--- src/rtl/i2s_rx.sv ---
// i2s_rx: slave-mode I2S receiver.
//   Brings the external BCLK/LRCK/SD into the clk domain through 2-FF
//   synchronizers. On every detected BCLK rising edge it deserializes MSB-first
//   words per channel, with the standard one-BCLK delay after each LRCK
//   transition. Each completed word is pushed to the receive FIFO write port.
//
// Parameters
//   DATA_W  captured word width (must be <= SLOT_W-1, and >= 2)
//   SLOT_W  maximum BCLK periods per LRCK half-frame
//
// Ports
//   clk, rst          system clock, synchronous active-high reset
//   enable            receiver enable; low forces the receiver back to seeking
//   bclk_in, lrck_in, sd_in   asynchronous I2S inputs (LRCK 0 = left)
//   fifo_full         downstream FIFO full
//   wr_en, wr_data, wr_chan   one-cycle write strobe with word and channel
//   overrun           sticky: a completed word was dropped (FIFO full)
//   frame_err         sticky: short or long half-frame seen
//   clr_err           clears both sticky flags (a new error in the same cycle wins)
module i2s_rx #(
  parameter int DATA_W = 24,
  parameter int SLOT_W = 32
) (
  input  logic              clk,
  input  logic              rst,
  input  logic              enable,
  input  logic              bclk_in,
  input  logic              lrck_in,
  input  logic              sd_in,
  input  logic              fifo_full,
  output logic              wr_en,
  output logic [DATA_W-1:0] wr_data,
  output logic              wr_chan,
  output logic              overrun,
  output logic              frame_err,
  input  logic              clr_err
);

  localparam int CNT_W = $clog2(SLOT_W + 1);
  localparam logic [CNT_W-1:0] CNT_LAST = CNT_W'(DATA_W - 1);
  localparam logic [CNT_W-1:0] CNT_DATA = CNT_W'(DATA_W);
  localparam logic [CNT_W-1:0] CNT_SLOT = CNT_W'(SLOT_W);

  typedef enum logic {SEEK, RECV} state_t;

  state_t            state, state_nxt;
  logic [CNT_W-1:0]  cnt, cnt_nxt, cnt_inc;
  logic              chan, chan_nxt;
  logic [DATA_W-1:0] shift, shift_nxt;
  logic              word_done, ferr_set;

  logic bclk_s1, bclk_s2, bclk_s3;
  logic lrck_s1, lrck_s2;
  logic sd_s1, sd_s2;
  logic lrck_prev;
  logic rise, lrck_chg;

  assign rise     = bclk_s2 & ~bclk_s3;
  assign lrck_chg = lrck_s2 ^ lrck_prev;
  assign cnt_inc  = (cnt == CNT_SLOT) ? cnt : cnt + 1'b1;

  // Protocol stage: decides the next state on each BCLK rise
  always_comb begin
    state_nxt = state;
    cnt_nxt   = cnt;
    chan_nxt  = chan;
    shift_nxt = shift;
    word_done = 1'b0;
    ferr_set  = 1'b0;
    if (!enable) begin
      state_nxt = SEEK;
      cnt_nxt   = '0;
    end else if (rise) begin
      case (state)
        SEEK: begin
          if (lrck_chg) begin
            state_nxt = RECV;
            cnt_nxt   = '0;
            chan_nxt  = lrck_s2;
          end
        end
        RECV: begin
          if (lrck_chg) begin
            // A boundary before the full word arrived: drop the partial word.
            if (cnt < CNT_DATA) ferr_set = 1'b1;
            cnt_nxt  = '0;
            chan_nxt = lrck_s2;
          end else begin
            // The first rise after the boundary (cnt = 0) carries the MSB.
            if (cnt < CNT_DATA) shift_nxt = {shift[DATA_W-2:0], sd_s2};
            if (cnt == CNT_LAST) word_done = 1'b1;
            cnt_nxt = cnt_inc;
            if (cnt_inc == CNT_SLOT) begin
              ferr_set  = 1'b1;
              state_nxt = SEEK;
            end
          end
        end
        default: state_nxt = SEEK;
      endcase
    end
  end

  always_ff @(posedge clk) begin
    if (rst) begin
      bclk_s1   <= 1'b0;
      bclk_s2   <= 1'b0;
      bclk_s3   <= 1'b0;
      lrck_s1   <= 1'b0;
      lrck_s2   <= 1'b0;
      sd_s1     <= 1'b0;
      sd_s2     <= 1'b0;
      lrck_prev <= 1'b0;
      state     <= SEEK;
      cnt       <= '0;
      chan      <= 1'b0;
      shift     <= '0;
      wr_en     <= 1'b0;
      wr_data   <= '0;
      wr_chan   <= 1'b0;
      overrun   <= 1'b0;
      frame_err <= 1'b0;
    end else begin
      // Synchronizer stage
      bclk_s1 <= bclk_in;
      bclk_s2 <= bclk_s1;
      bclk_s3 <= bclk_s2;
      lrck_s1 <= lrck_in;
      lrck_s2 <= lrck_s1;
      sd_s1   <= sd_in;
      sd_s2   <= sd_s1;

      // Protocol stage registers; lrck_prev tracks even while disabled so a
      // re-enable has to wait for a genuinely new boundary.
      if (rise) lrck_prev <= lrck_s2;
      state <= state_nxt;
      cnt   <= cnt_nxt;
      chan  <= chan_nxt;
      shift <= shift_nxt;

      // Output stage
      wr_en <= word_done & ~fifo_full;
      if (word_done && !fifo_full) begin
        wr_data <= shift_nxt;
        wr_chan <= chan;
      end
      if (word_done && fifo_full) overrun <= 1'b1;
      else if (clr_err)           overrun <= 1'b0;
      if (ferr_set)               frame_err <= 1'b1;
      else if (clr_err)           frame_err <= 1'b0;
    end
  end

endmodule

--- config.mk ---
export PLATFORM = sky130hd
export DESIGN_NAME = i2s_rx
export DESIGN_NICKNAME = d
export VERILOG_FILES = /design/src/rtl/i2s_rx.sv
export SDC_FILE = /design/constraint.sdc
export NUM_CORES = 1
export LEC_CHECK = 0
export BUFFER_PORTS_ARGS = -buffer_cell sky130_fd_sc_hd__buf_2
export CAP_MARGIN = 40
export CORE_MARGIN = 4
export CORE_UTILIZATION = 56
export CTS_CLUSTER_DIAMETER = 50
export CTS_CLUSTER_SIZE = 28
export DETAILED_ROUTE_END_ITERATION = 12
export HOLD_SLACK_MARGIN = 0.12
export PLACE_DENSITY_LB_ADDON = 0.15
export SETUP_SLACK_MARGIN = 0.5
export SYNTH_ARGS = -nofsm -noshare
export SYNTH_HDL_FRONTEND = slang
export SYNTH_SLANG_ARGS = --single-unit
--- constraint.sdc ---
create_clock -name clk -period 2 [get_ports clk]
set_input_delay 0.4 -clock clk [delete_from_list [all_inputs] [get_ports clk]]
set_output_delay 0.4 -clock clk [all_outputs]
set_load 0.02 [all_outputs]
==> results by group, run 1 <==
Critical path
  • Launch point of the worst reg-to-reg path: state
  • Worst Reg-to-Reg Cells: 7
  • CP max-delay cell: dfxtp_2
  • Critical path class: reg -> reg
  • CP required: approximately 2.2 ns
  • Worst path bufs/invs: 3
  • Worst path max stage delay: approximately 0.42 ns
  • R2r endpoint: wr_data[0]
  • Setup crit end kind: register
  • Cell Chain, Critical Path: nand3b_4 > nor4b_4 > buf_4 > buf_6 > buf_12 > mux2i_4 > a211oi_2
  • Top delay family on crit path: buffers and inverters
  • Slack of the worst reg-to-reg path: about 0.23 ns
  • Crit-path max FO: 6
  • WP data arrival: slightly below 2 ns
  • CP Launch Type: register

Placed design
  • Placer congestion estimate: about 0.9
  • DP Wirelength: 3390 um
  • Placed cell area: approximately 3100 um^2
  • Placed cells: around 360
  • IO buf count: 35
  • Pre-CTS setup slack: ~0.23 ns

Clock tree
  • CTS Root Cell: clkbuf_8
  • CTS tree: built
  • H-tree levels: 3
  • Clock Path Buffers: 2
  • Clock slew at reported path FFs: roughly 0.080 ns
  • Clk_lat worst skew: roughly 0.34 ns
  • CTS Hold Bufs: 0
  • TritonCTS buffer count: 9
  • CTS Sinks: between 60 and 70

Global routing
  • Grt total ovfl: 0
  • Total track usage: 0.263
  • Largest net degree at the start of global routing: 46
  • Vias in the first global route: around 2.4k
  • Number of antenna violations at the first check in global routing: 0
  • First-pass GRT wire length: between 10000 and 15000 um

Drt
  • Drt initial violations: approximately 180
  • Via density: around 6.1
  • DRC Markers: 0
  • Drt first pass iters: 4
  • Avg WL per Cell: 21.5 um
  • Post-Route WL: between 8000 and 9000 um
  • Antenna viol nets, final: 0
  • Via Count: about 2.4k

STA
  • Slew @ Worst Pin: ~0.54 ns
  • Final setup TNS: 0 ns
  • Post-layout min period: roughly 1.8 ns
  • Final clock skew: about 0.012 ns
  • Rel. slew slack: 0.642
  • Final worst slack: about 0.23 ns
  • Fmax: 0.564 GHz
  • Unrepaired setup endpoints after global routing: true
  • Endpoints failing setup: 0
  • Final period utilization: 0.886
  • Max Transition Viols Final: 0
  • Final Hold Fails: 0

Layout
  • Ratio of cells with drive above 1 in the final layout: 0.533
  • Final net count: between 300 and 400
  • Finished layout cell area: ~4100 um^2
  • Area Overhead vs Synth: 49.0%
  • Commonest cells after routing, fill and taps aside: 59 x dfxtp_1, 35 x buf_2, 26 x a21oi_1
  • Ant. Diodes: 0
  • Most common cell after layout, fill and taps aside: dfxtp_1
  • Post-Layout Cell Count: 403
  • Fill cells: 221
  • Registers with the most flip-flops: shift: 24 flops, wr_data: 24 flops, cnt: 6 flops

Min path
  • Hold depth: 2
  • Worst Hold Class: in -> reg
  • Hold_sp: bclk_in
  • WHS Endpoint: bclk_s1

Yosys
  • Synthesized Nets: ~280
  • Mapped Area: 2780 um^2
  • Unique cell type count in the Yosys netlist: 42
  • Yosys reg bits: just under 70
  • Yosys Warn Count: 0
  • Post-synthesis sequential area ratio: 0.489
  • Post-Synthesis Cells: roughly 270
  • Syn_area_per_cell: roughly 10 um^2

Die
  • Initial Utilization: 0.585
  • Die area: a little over 6000 um^2
  • Area of the core: roughly 4800 um^2
  • Die width: 78.5 um
  • I/O Pins: 36
  • # rows: 25
  • Die Ht: between 70 and 80 um

Status
  • Status: finished clean

Pwr
  • Standby leakage power: approximately 0.0014 uW
  • PwrDens: 617 nW/um^2
  • Peak VDD IR: 583 uV

Run
  • Max_cap viols: 0
metal layers:
| metal | vias up | global-route usage | wire (um) |
|---|---|---|---|
| met5 | - | 0 | 0 |
| met4 | 0 | 0.101 | 303 |
| met3 | 34 | 0.0482 | 537 |
| met2 | 134 | 0.455 | 4380 |
| met1 | 1190 | 0.325 | 3440 |
| li1 | 1091 | - | - |
worst max path at each step:
stage	startpoint	endpoint	cells after the start
3_3_place_gp	enable	wr_data[18]	6
3_5_place_dp	enable	wr_data[18]	6
5_1_grt	cnt[1]	wr_en	7
2_1_floorplan	cnt[1]	wr_data[10]	7
6_report	state	wr_data[0]	7
4_1_cts	lrck_prev	wr_data[21]	7
metrics by stage:
stage	hold slack, ns	power [uW]	utilization
5_1_grt	0.285	2630	0.872
4_1_cts	0.275	2520	0.815
6_report	0.281	2560	0.872
3_5_place_dp	0.420	1470	0.652
2_1_floorplan	0.414	1440	-
3_3_place_gp	0.416	1460	0.652
where the power goes:
part / switching (uW) / internal [uW] / leakage [uW]
Clock: 537 / 552 / 0.0000960
Combinational: 65.8 / 38.2 / 0.000796
Sequential: 7.56 / 1360 / 0.000555
Total: 610 / 1950 / 0.00145
cells by family after synthesis:
kind of cell	synth area share
AO/OA/AOI/OAI	0.203
AND/OR/NAND/NOR	0.147
flip-flops	0.489
multiplexers	0.0899
buffers and inverters	0.0526
XOR/XNOR	0.00944
adder cells (fa/ha/maj)	0.00899
cell type report:
type | instances | area (um^2) | area share
tap | 67 | 83.8 | 0.0202
sequential | 68 | 1390 | 0.334
clock buffer | 13 | 169 | 0.0407
clock inverter | 3 | 18.8 | 0.00453
multi-input combinational | 175 | 1790 | 0.431
timing repair buffer | 74 | 687 | 0.166
inverter | 3 | 13.8 | 0.00332
synthesized netlist by cell type (all sizes together):
cell type | instances | area [um^2]
a32o | 1 | 10.0
or3 | 1 | 6.26
o31a | 1 | 8.76
nand4b | 1 | 8.76
o21a | 1 | 7.51
inv | 2 | 7.51
nor4 | 2 | 27.5
xor2 | 2 | 17.5
o41ai | 1 | 8.76
or2 | 2 | 12.5
a31oi | 2 | 12.5
xnor2 | 1 | 8.76
nand3b | 3 | 35.0
mux2i | 25 | 250
nor2 | 31 | 116
nand3 | 3 | 15.0
dfxtp | 68 | 1360
and2 | 1 | 6.26
ha | 2 | 25.0
clkinv | 1 | 3.75
a21oi | 32 | 160
buf | 10 | 97.6
nor3b | 4 | 30.0
a22oi | 1 | 7.51
nand2 | 2 | 7.51
a2bb2oi | 1 | 8.76
nor4b | 1 | 23.8
o2111ai | 1 | 8.76
nand2b | 2 | 12.5
a211oi | 24 | 280
nand4bb | 1 | 11.3
nor3 | 4 | 20.0
o21ai | 9 | 45.0
clkbuf | 10 | 37.5
nor2b | 12 | 75.1
o211ai | 1 | 7.51
repair_timing:
action | CTS | global route
setup buffers | 15 | 9
resized for setup | 64 | 35
endpoints found under the setup margin | 58 | 59
pin swaps | 18 | 26
gates cloned | 5 | 3
No activity file was read; power rests on OpenSTA's default activity.
==> run 2, diff against run 1 <==
- CORE_UTILIZATION: 56 -> 29
==> results by group, run 2 (same netlist as run 1, synthesis figures left out) <==
Die
  • Area of the core: slightly above 9000 um^2
  • Die width: around 110 um
  • Die Ht: roughly 110 um
  • Die area: ~11000 um^2
  • # rows: 35
  • I/O Pins: 36
  • Initial Utilization: 0.300

Min path
  • Hold_sp: sd_in
  • Worst Hold Class: in -> reg
  • WHS Endpoint: sd_s1
  • Hold depth: 2

Clock tree
  • TritonCTS buffer count: 9
  • H-tree levels: 3
  • Clock slew at reported path FFs: roughly 0.08 ns
  • CTS Root Cell: clkbuf_8
  • CTS Sinks: between 60 and 70
  • Clock Path Buffers: 2
  • CTS tree: built
  • Clk_lat worst skew: around 0.35 ns

Layout
  • Commonest cells after routing, fill and taps aside: 61 x dfxtp_1, 35 x buf_2, 30 x nor2_1
  • Fill cells: approximately 890
  • Area Overhead vs Synth: 52.2%
  • Post-layout util: 0.456
  • Ant. Diodes: 0
  • Post-Layout Cell Count: between 400 and 500
  • Registers with the most flip-flops: shift: 24 flops, wr_data: 24 flops, cnt: 6 flops
  • Ratio of cells with drive above 1 in the final layout: 0.501
  • Most common cell after layout, fill and taps aside: dfxtp_1
  • Final net count: approximately 350

STA
  • Post-layout min period: 1.76 ns
  • Final setup TNS: 0 ns
  • Fmax: about 0.57 GHz
  • Rel. slew slack: 0.554
  • Max Transition Viols Final: 0
  • Slew @ Worst Pin: around 0.67 ns
  • Final period utilization: 0.880
  • Unrepaired setup endpoints after global routing: true
  • Endpoints failing setup: 0
  • Final clock skew: around 0.016 ns
  • Final Hold Fails: 0

Drt
  • Avg WL per Cell: ~16 um
  • Antenna viol nets, final: 0
  • Drt initial violations: 53
  • DRC Markers: 0
  • Via density: about 4.7
  • Drt first pass iters: 5
  • Post-Route WL: about 7400 um
  • Via Count: 2221

Global routing
  • Total track usage: 0.131
  • First-pass GRT wire length: between 10000 and 15000 um
  • Vias in the first global route: roughly 2.2k
  • Largest net degree at the start of global routing: between 50 and 60
  • Number of antenna violations at the first check in global routing: 0
  • Grt total ovfl: 0

Placed design
  • Placer congestion estimate: 0.797
  • DP Wirelength: about 4000 um
  • IO buf count: 35
  • Placed cells: approximately 420

Critical path
  • Setup crit end kind: register
  • Slack of the worst reg-to-reg path: between 0.2 and 0.25 ns
  • R2r endpoint: wr_data[9]
  • Worst Reg-to-Reg Cells: 7
  • Critical path class: reg -> reg
  • CP required: between 2 and 2.5 ns
  • WP data arrival: roughly 2.0 ns
  • CP Launch Type: register
  • Critical path origin: cnt[1]
  • Launch point of the worst reg-to-reg path: cnt[1]
  • Crit-path max FO: 6

Run
  • Max_cap viols: 0

Status
  • Status: finished clean

Pwr
  • Standby leakage power: ~0.0015 uW
  • Peak VDD IR: 319 uV
  • PwrDens: 645 nW/um^2
-- run 2: worst max path at each step --
stage          depth (start not counted)  slack (ns)          end
2_1_floorplan                          7        0.26  wr_data[10]
5_1_grt                                7        0.17  wr_data[14]
4_1_cts                                7        0.26  wr_data[18]
6_report                               7        0.24   wr_data[9]
3_5_place_dp                           6        0.18   wr_data[5]
3_3_place_gp                           6        0.21  wr_data[19]
-- run 2: repair_timing --
action                                  4_1_cts  5_1_grt
endpoints found under the setup margin       58       58
gates cloned                                  4        4
setup buffers                                19        5
pin swaps                                    25       29
hold buffers                                  0        0
hold endpoints to repair                      0        0
gates resized for setup                      50       33
-- run 2: cell type report --
class / count / area [um^2] / share of cell area
clock inverters: 7 / 98.8 / 0.0233
inverters: 3 / 16.3 / 0.00384
multi-input cells: 175 / 1720 / 0.405
flip-flops and latches: 68 / 1380 / 0.325
well taps: 129 / 161 / 0.0381
repair buffers: 79 / 739 / 0.175
clock buffers: 9 / 124 / 0.0293
-- run 2: per-stage QoR --
stage	total power [uW]	worst slack (ns)	hold slack [ns]	area, um^2
floorplan	1440	0.257	0.414	2910
global placement	1470	0.207	0.420	3200
detailed placement	1470	0.178	0.427	3200
CTS	2770	0.260	0.234	3950
global route	2830	0.171	0.269	4230
finish	2730	0.241	0.259	4230
-- run 2: power by group --
group	internal [uW]	switching (uW)
registers	1360	5.78
clock network	708	573
logic	30.1	56.7
-- run 2: routing by layer --
metal / up-vias / track usage / part of all wire
li1: 1104 / - / -
met1: 1083 / 0.173 / 0.50
met2: 27 / 0.202 / 0.46
met4: 0 / 0.0611 / 0.013
met3: 7 / 0.0316 / 0.032
met5: - / 0 / 0
-- run 2: critical path, cell delays in order, from the launching register on --
cell	delay, ns
dfxtp_4	0.36
ha_4	0.14
nand4b_1	0.21
nor4_4	0.37
and2_4	0.22
buf_6	0.11
clkbuf_16	0.15
a211oi_2	0.06
